**src/rtl/cla_seq_pkg.sv**
```systemverilog
// Shared types and helpers for the nibble-serial CLA adder.
package cla_seq_pkg;

  localparam int unsigned NIBBLE_W = 4;

  typedef enum logic [1:0] {
    IDLE = 2'd0,
    RUN  = 2'd1,
    DONE = 2'd2
  } state_t;

  // Number of 4-bit slices (RUN cycles) for a given operand width.
  function automatic int unsigned nibbles(input int unsigned width);
    return width / NIBBLE_W;
  endfunction

endpackage

```
**src/rtl/cla_nibble_sequencer_if.sv**
```systemverilog
// Operand/result handshake bundle for cla_nibble_sequencer.
// With CLA_SEQ_SUB_EN defined, an extra 'sub' request bit travels with the operands.
interface cla_nibble_sequencer_if #(
  parameter int unsigned WIDTH = 16
);
  logic             in_valid;
  logic             in_ready;
  logic [WIDTH-1:0] a;
  logic [WIDTH-1:0] b;
  logic             carry_in;
`ifdef CLA_SEQ_SUB_EN
  logic             sub;
`endif
  logic             out_valid;
  logic             out_ready;
  logic [WIDTH-1:0] sum;
  logic             carry_out;
  logic             busy;

`ifdef CLA_SEQ_SUB_EN
  modport master (
    output in_valid, a, b, carry_in, sub, out_ready,
    input  in_ready, out_valid, sum, carry_out, busy
  );
  modport slave (
    input  in_valid, a, b, carry_in, sub, out_ready,
    output in_ready, out_valid, sum, carry_out, busy
  );
`else
  modport master (
    output in_valid, a, b, carry_in, out_ready,
    input  in_ready, out_valid, sum, carry_out, busy
  );
  modport slave (
    input  in_valid, a, b, carry_in, out_ready,
    output in_ready, out_valid, sum, carry_out, busy
  );
`endif
endinterface

```
**src/rtl/cla_nibble_slice.sv**
```systemverilog
// Purely combinational 4-bit carry-lookahead adder slice.
module cla_nibble_slice (
  input  logic [3:0] a_i,
  input  logic [3:0] b_i,
  input  logic       cin_i,
  output logic [3:0] sum_o,
  output logic       cout_o
);
  logic [3:0] g;
  logic [3:0] p;
  logic [4:1] c;

  // Lookahead carries, each a flat sum of products of generate/propagate terms.
  always_comb begin
    g    = a_i & b_i;
    p    = a_i ^ b_i;
    c[1] = g[0] | (p[0] & cin_i);
    c[2] = g[1] | (p[1] & g[0]) | (p[1] & p[0] & cin_i);
    c[3] = g[2] | (p[2] & g[1]) | (p[2] & p[1] & g[0]) | (p[2] & p[1] & p[0] & cin_i);
    c[4] = g[3] | (p[3] & g[2]) | (p[3] & p[2] & g[1]) | (p[3] & p[2] & p[1] & g[0])
         | (p[3] & p[2] & p[1] & p[0] & cin_i);
    sum_o  = p ^ {c[3:1], cin_i};
    cout_o = c[4];
  end

endmodule

```
**src/rtl/cla_nibble_sequencer.sv**
```systemverilog
// Nibble-serial wide adder: one 4-bit CLA slice reused for WIDTH/4 cycles, carry kept
// in a register between nibbles. Optional subtract mode via macro CLA_SEQ_SUB_EN.
module cla_nibble_sequencer
  import cla_seq_pkg::*;
#(
  parameter int unsigned WIDTH = 16
) (
  input  logic                   clk,
  input  logic                   rst_n,
  cla_nibble_sequencer_if.slave  bus
);
  localparam int unsigned NIBBLES = nibbles(WIDTH);
  localparam int unsigned IdxW    = (NIBBLES > 1) ? $clog2(NIBBLES) : 1;
  localparam logic [IdxW-1:0] LastIdx = IdxW'(NIBBLES - 1);

  if ((WIDTH % NIBBLE_W) != 0 || WIDTH < NIBBLE_W) begin : g_bad_width
    $error("cla_nibble_sequencer: WIDTH must be a multiple of 4 and at least 4");
  end

  state_t           state_q, state_d;
  logic [IdxW-1:0]  idx_q, idx_d;
  logic [WIDTH-1:0] a_q, a_d;
  logic [WIDTH-1:0] b_q, b_d;
  logic             carry_q, carry_d;
  logic [WIDTH-1:0] sum_q, sum_d;
  logic             cout_q, cout_d;

  logic [NIBBLE_W-1:0] slice_a, slice_b, slice_sum;
  logic                slice_cout;

  // Select the operand nibble addressed by the current index.
  always_comb begin
    slice_a = '0;
    slice_b = '0;
    for (int unsigned n = 0; n < NIBBLES; n++) begin
      if (idx_q == IdxW'(n)) begin
        slice_a = a_q[NIBBLE_W*n +: NIBBLE_W];
        slice_b = b_q[NIBBLE_W*n +: NIBBLE_W];
      end
    end
  end

  cla_nibble_slice u_slice (
    .a_i    (slice_a),
    .b_i    (slice_b),
    .cin_i  (carry_q),
    .sum_o  (slice_sum),
    .cout_o (slice_cout)
  );

  // Next-state logic: capture in IDLE, one nibble per cycle in RUN, hold in DONE.
  always_comb begin
    state_d = state_q;
    idx_d   = idx_q;
    a_d     = a_q;
    b_d     = b_q;
    carry_d = carry_q;
    sum_d   = sum_q;
    cout_d  = cout_q;
    unique case (state_q)
      IDLE: begin
        if (bus.in_valid) begin
          a_d = bus.a;
`ifdef CLA_SEQ_SUB_EN
          // Subtract as a + ~b + 1; carry_in is ignored in this mode.
          b_d     = bus.sub ? ~bus.b : bus.b;
          carry_d = bus.sub ? 1'b1 : bus.carry_in;
`else
          b_d     = bus.b;
          carry_d = bus.carry_in;
`endif
          idx_d   = '0;
          state_d = RUN;
        end
      end
      RUN: begin
        for (int unsigned n = 0; n < NIBBLES; n++) begin
          if (idx_q == IdxW'(n)) begin
            sum_d[NIBBLE_W*n +: NIBBLE_W] = slice_sum;
          end
        end
        carry_d = slice_cout;
        if (idx_q == LastIdx) begin
          cout_d  = slice_cout;
          state_d = DONE;
        end else begin
          idx_d = idx_q + 1'b1;
        end
      end
      DONE: begin
        if (bus.out_ready) begin
          state_d = IDLE;
        end
      end
      default: state_d = IDLE;
    endcase
  end

  // State and datapath registers; reset aborts any operation in flight.
  always_ff @(posedge clk or negedge rst_n) begin
    if (!rst_n) begin
      state_q <= IDLE;
      idx_q   <= '0;
      a_q     <= '0;
      b_q     <= '0;
      carry_q <= 1'b0;
      sum_q   <= '0;
      cout_q  <= 1'b0;
    end else begin
      state_q <= state_d;
      idx_q   <= idx_d;
      a_q     <= a_d;
      b_q     <= b_d;
      carry_q <= carry_d;
      sum_q   <= sum_d;
      cout_q  <= cout_d;
    end
  end

  // Handshake outputs decode directly from the state register.
  always_comb begin
    bus.in_ready  = (state_q == IDLE);
    bus.out_valid = (state_q == DONE);
    bus.busy      = (state_q != IDLE);
    bus.sum       = sum_q;
    bus.carry_out = cout_q;
  end

endmodule
```
**src/flat_wrapper.sv**
```systemverilog
// flat-port wrapper written by rule: the top's interface ports become plain ports
module cla_nibble_sequencer_flat import cla_seq_pkg::*;
#(
  parameter int unsigned WIDTH = 16
)
  (clk, rst_n, bus_in_valid, bus_a, bus_b, bus_carry_in, bus_out_ready, bus_in_ready, bus_out_valid, bus_sum, bus_carry_out, bus_busy);
  cla_nibble_sequencer_if #(.WIDTH(WIDTH)) bus_i ();
  input  logic clk;
  input  logic rst_n;
  input wire logic [$bits(bus_i.in_valid)-1:0] bus_in_valid;
  input wire logic [$bits(bus_i.a)-1:0] bus_a;
  input wire logic [$bits(bus_i.b)-1:0] bus_b;
  input wire logic [$bits(bus_i.carry_in)-1:0] bus_carry_in;
  input wire logic [$bits(bus_i.out_ready)-1:0] bus_out_ready;
  output wire logic [$bits(bus_i.in_ready)-1:0] bus_in_ready;
  output wire logic [$bits(bus_i.out_valid)-1:0] bus_out_valid;
  output wire logic [$bits(bus_i.sum)-1:0] bus_sum;
  output wire logic [$bits(bus_i.carry_out)-1:0] bus_carry_out;
  output wire logic [$bits(bus_i.busy)-1:0] bus_busy;
  assign bus_i.in_valid = bus_in_valid;
  assign bus_i.a = bus_a;
  assign bus_i.b = bus_b;
  assign bus_i.carry_in = bus_carry_in;
  assign bus_i.out_ready = bus_out_ready;
  assign bus_in_ready = bus_i.in_ready;
  assign bus_out_valid = bus_i.out_valid;
  assign bus_sum = bus_i.sum;
  assign bus_carry_out = bus_i.carry_out;
  assign bus_busy = bus_i.busy;
  cla_nibble_sequencer #(.WIDTH(WIDTH)) u_core (.clk(clk), .rst_n(rst_n), .bus(bus_i));
endmodule
```
**config.mk**
```make
export PLATFORM = sky130hd
export DESIGN_NAME = cla_nibble_sequencer_flat
export DESIGN_NICKNAME = d
export VERILOG_FILES = /design/src/rtl/cla_seq_pkg.sv /design/src/rtl/cla_nibble_sequencer_if.sv /design/src/rtl/cla_nibble_slice.sv /design/src/rtl/cla_nibble_sequencer.sv /design/src/flat_wrapper.sv
export SDC_FILE = /design/constraint.sdc
export NUM_CORES = 1
export LEC_CHECK = 0
export CAP_MARGIN = 20
export CORE_MARGIN = 2
export CORE_UTILIZATION = 35
export CTS_CLUSTER_DIAMETER = 200
export DETAILED_ROUTE_END_ITERATION = 7
export PLACE_DENSITY_LB_ADDON = 0.1
export SYNTH_ARGS = -nofsm -noshare
export SYNTH_HDL_FRONTEND = slang
export SYNTH_HIERARCHICAL = 1
export SYNTH_SLANG_ARGS = --single-unit
```
**constraint.sdc**
```tcl
create_clock -name clk -period 2.5 [get_ports clk]
set_clock_uncertainty 0.15 [all_clocks]
set_input_delay 0.5 -clock clk [delete_from_list [all_inputs] [get_ports clk]]
set_output_delay 0.5 -clock clk [all_outputs]
set_load 0.01 [all_outputs]
```
==> results.tsv, run 1 <==
stage	metric	value	unit
die	initial core utilization	36.1	%
finish	fin cells	371	
yosys	ranking of synthesized cells by area	dfrtp_1 (52%), mux2_4 (17%), mux2_1 (8.2%), ha_1 (3.8%), a22oi_1 (2.0%)	
worst_hold_path	Hold Path Origin	u_core/bus.sum[4]$_DFFE_PN0P_	
yosys	Synth Area per Inst	13.8	um2
detailed_routing	post-DR vias/cell	4.74	
sta	Slew Limit Fails	0	
die	row cnt	31	
die	Die Width	90.2	um
yosys	EDFF count, synth	0	
sta	setup violators final	18	
detailed_routing	wire length per cell	15.2	um
worst_hold_path	worst hold-check path type	reg -> reg	
place	DP Area	3440	um2
global_route	largest net degree at the start of global routing	33	
global_route	GRT Util Overall	15.0	%
yosys	largest family of logic cells by synthesized area	multiplexers	
worst_setup_path	Worst R2R Start	u_core/idx_q[0]$_DFFE_PN0P_	
run_status	outcome	finished with violations	
place	Detailed Place HPWL	4110	um
finish	Area Growth Syn to Fin	42.5	%
sta	Max transition margin	76.0	%
finish	Fill cells	655	
detailed_routing	post-route ant nets	0	
sta	slew at the pin closest to its max-slew limit	0.361	ns
clock_tree	htree depth	2	
sta	TNS Setup	-1.81	ns
detailed_routing	1st-pass router iterations	4	
global_route	grt total ovfl	0	
worst_hold_path	worst hold endpoint	u_core/bus.sum[4]$_DFFE_PN0P_	
clock_tree	CTS tree	built	
finish	Total Nets Final	317	
power	cell area power density	1590	nW/um2
clock_tree	Clock Latency Late Sink	0.31	ns
global_route	vias in the first global route	1891	
die	number of I/O pins	57	
yosys	Synth Area in Simple Gates	4.57	%
yosys	syn nets	235	
sta	Period minus WS final	2.68	ns
worst_setup_path	worst r2r dst	u_core/bus.carry_out$_DFFE_PN0P_	
worst_setup_path	Critical Path Sink Type	flip-flop	
power	Max VDD drop	0.705	mV
die	die area	8140	um2
yosys	xor/xnor share of the synthesized area	1.01	%
run_status	failing checks	setup timing	
flow_run	Max Cap Viol	0	
power	P_leak	1.66	nW
clock_tree	Worst-path clk slew	0.10	ns
place	Final GP Congestion	0.758	
place	Port Buf Inserts	56	
yosys	synthesized cell area	2600	um2
clock_tree	clock root cell	clkbuf_8	
clock_tree	Clock Sinks	54	
yosys	Synth cell types	34	
yosys	post-synthesis mux area share	25.5	%
yosys	ys flop type	dfrtp_1	
global_route	initial antenna violation count	0	
die	core box area	7210	um2
yosys	commonest cells in the netlist	dfrtp_1 (54), mux2_4 (30), mux2_1 (19)	
finish	FF/Latch Area	1350	um2
sta	fmax	373	MHz
yosys	top-count cell post-synth	dfrtp_1	
global_route	first-pass GRT wire length	9700	um
yosys	Compound-Gate Fraction of Synth Area	8.61	%
yosys	Adder-Cell Fraction of Synth Area	4.62	%
yosys	cells after synthesis	189	
worst_setup_path	Crit Path Class	reg -> reg	
sta	Final period util	107	%
worst_hold_path	hold depth	1	
worst_setup_path	Critical Path RT	2.54	ns
clock_tree	cts bufs inserted	5	
yosys	post-synth top area cell	dfrtp_1	
sta	Hold Vio Cnt, Final	0	
yosys	Synth Register Bits	54	
sta	Worst Setup Slack, final	-0.183	ns
finish	multi-input logic area	1310	um2
power	Total Power	5.89	mW
die	Die H	90.2	um
detailed_routing	drt drc	0	
yosys	register area share after synthesis	51.9	%
yosys	async set-reset flop share out of synthesis	100	%
place	# placed instances	356	
worst_setup_path	CP arrival	2.72	ns
detailed_routing	drt total wl	5640	um
sta	RSZ-0062 raised after global routing	yes	
worst_setup_path	R2R cell count	10	
finish	antenna cells	0	
detailed_routing	DRT iter0 DRCs	51	
worst_setup_path	crit start category	flip-flop	
yosys	count of warnings emitted by yosys	6	
worst_setup_path	worst-path maximum fanout	4	
detailed_routing	via count	1759	
worst_setup_path	R2R setup slack	-0.18	ns
finish	post-route cell area	3710	um2
finish	layout cells sized above 1	36.4	%
clock_tree	Max clock buf depth	2	
yosys	post-synth top area share	51.9	%
-- worst max path at each step --
stage	end	cells past startpoint	startpoint
detailed placement	u_core/bus.sum[10]$_DFFE_PN0P_	10	u_core/idx_q[0]$_DFFE_PN0P_
global route	u_core/bus.carry_out$_DFFE_PN0P_	10	u_core/idx_q[0]$_DFFE_PN0P_
floorplan	u_core/bus.sum[11]$_DFFE_PN0P_	11	u_core/idx_q[0]$_DFFE_PN0P_
CTS	u_core/bus.carry_out$_DFFE_PN0P_	10	u_core/idx_q[0]$_DFFE_PN0P_
global placement	u_core/bus.sum[10]$_DFFE_PN0P_	9	u_core/idx_q[1]$_DFFE_PN0P_
finish	u_core/bus.carry_out$_DFFE_PN0P_	10	u_core/idx_q[0]$_DFFE_PN0P_
-- cells by family after synthesis --
group,Yosys count
compound gates,34
xor+xnor,3
fa+ha+maj,9
buf+inv,18
flops,54
mux,49
simple gates,22
-- power breakdown --
part	total, mW	internal, mW	switching, mW
clock	0.506	0.223	0.283
sequential	1.67	1.34	0.333
combinational	3.71	2.16	1.55
-- state kept, by name, summed over array words and instances (netlist names) --
register / flops
u_core/bus.sum: 16
u_core/a_q: 16
u_core/state_q: 2
u_core/carry_q: 1
u_core/b_q: 16
u_core/idx_q: 2
u_core/bus.carry_out: 1
-- per-stage QoR --
step                      utilization [%]  setup WS, ns  hold slack [ns]
after floorplan                         -      -0.00564           0.0544
after global placement               47.6        -0.160            0.278
after detailed placement             47.6        -0.166            0.281
after CTS                            50.5        -0.149            0.354
after global routing                 51.4        -0.271            0.375
final                                51.4        -0.183            0.349
-- what timing repair did --
item                                    4_1_cts  5_1_grt
endpoints found under the hold margin        12        0
pin swaps                                     3        4
buffers inserted                              4        2
endpoints found under the setup margin       15       18
hold buffers                                  1        0
resized for setup                            17       12
-- per-layer routing --
metal,up-vias,GRT usage [%],part of all wire (%)
met3,8,3.44,4.6
met4,0,4.74,1.3
met5,-,0,0
met2,43,21.6,43
li1,837,-,-
met1,871,22.2,51
-- placed cells by master, fill, tap and decap left out, types with 4 or more instances in the layout --
master	instances
a21oi_1	6
a22oi_1	5
buf_4	21
clkbuf_8	6
clkdlybuf4s50_1	55
dfrtp_1	52
ha_1	4
inv_1	7
mux2_1	11
mux2_4	38
nand2_1	7
o22ai_1	6
-- critical path, cell delays in order (launching register included) --
cell     delay (ns)
dfrtp_2        0.47
inv_4          0.10
ha_4           0.14
or3b_1         0.36
o21ai_2        0.08
a31oi_2        0.06
ha_1           0.31
a21o_1         0.19
a31o_1         0.25
a21o_1         0.18
mux2_1         0.27
-- layout make-up --
type                    count  area share (%)
well taps                  99            3.34
repair buffers             82            21.2
clock inverters             2           0.337
multi-input cells         117            35.2
inverters                  11            1.18
clock buffers               6            2.23
flip-flops and latches     54            36.5
Power figures use the tool's default switching activity.
==> inputs of run 2 (changes only) <==
Settings changed: SLEW_MARGIN set to 25.
==> results of run 2 <==
Same layout as run 1: the final DEF is identical, and so are final timing and power.
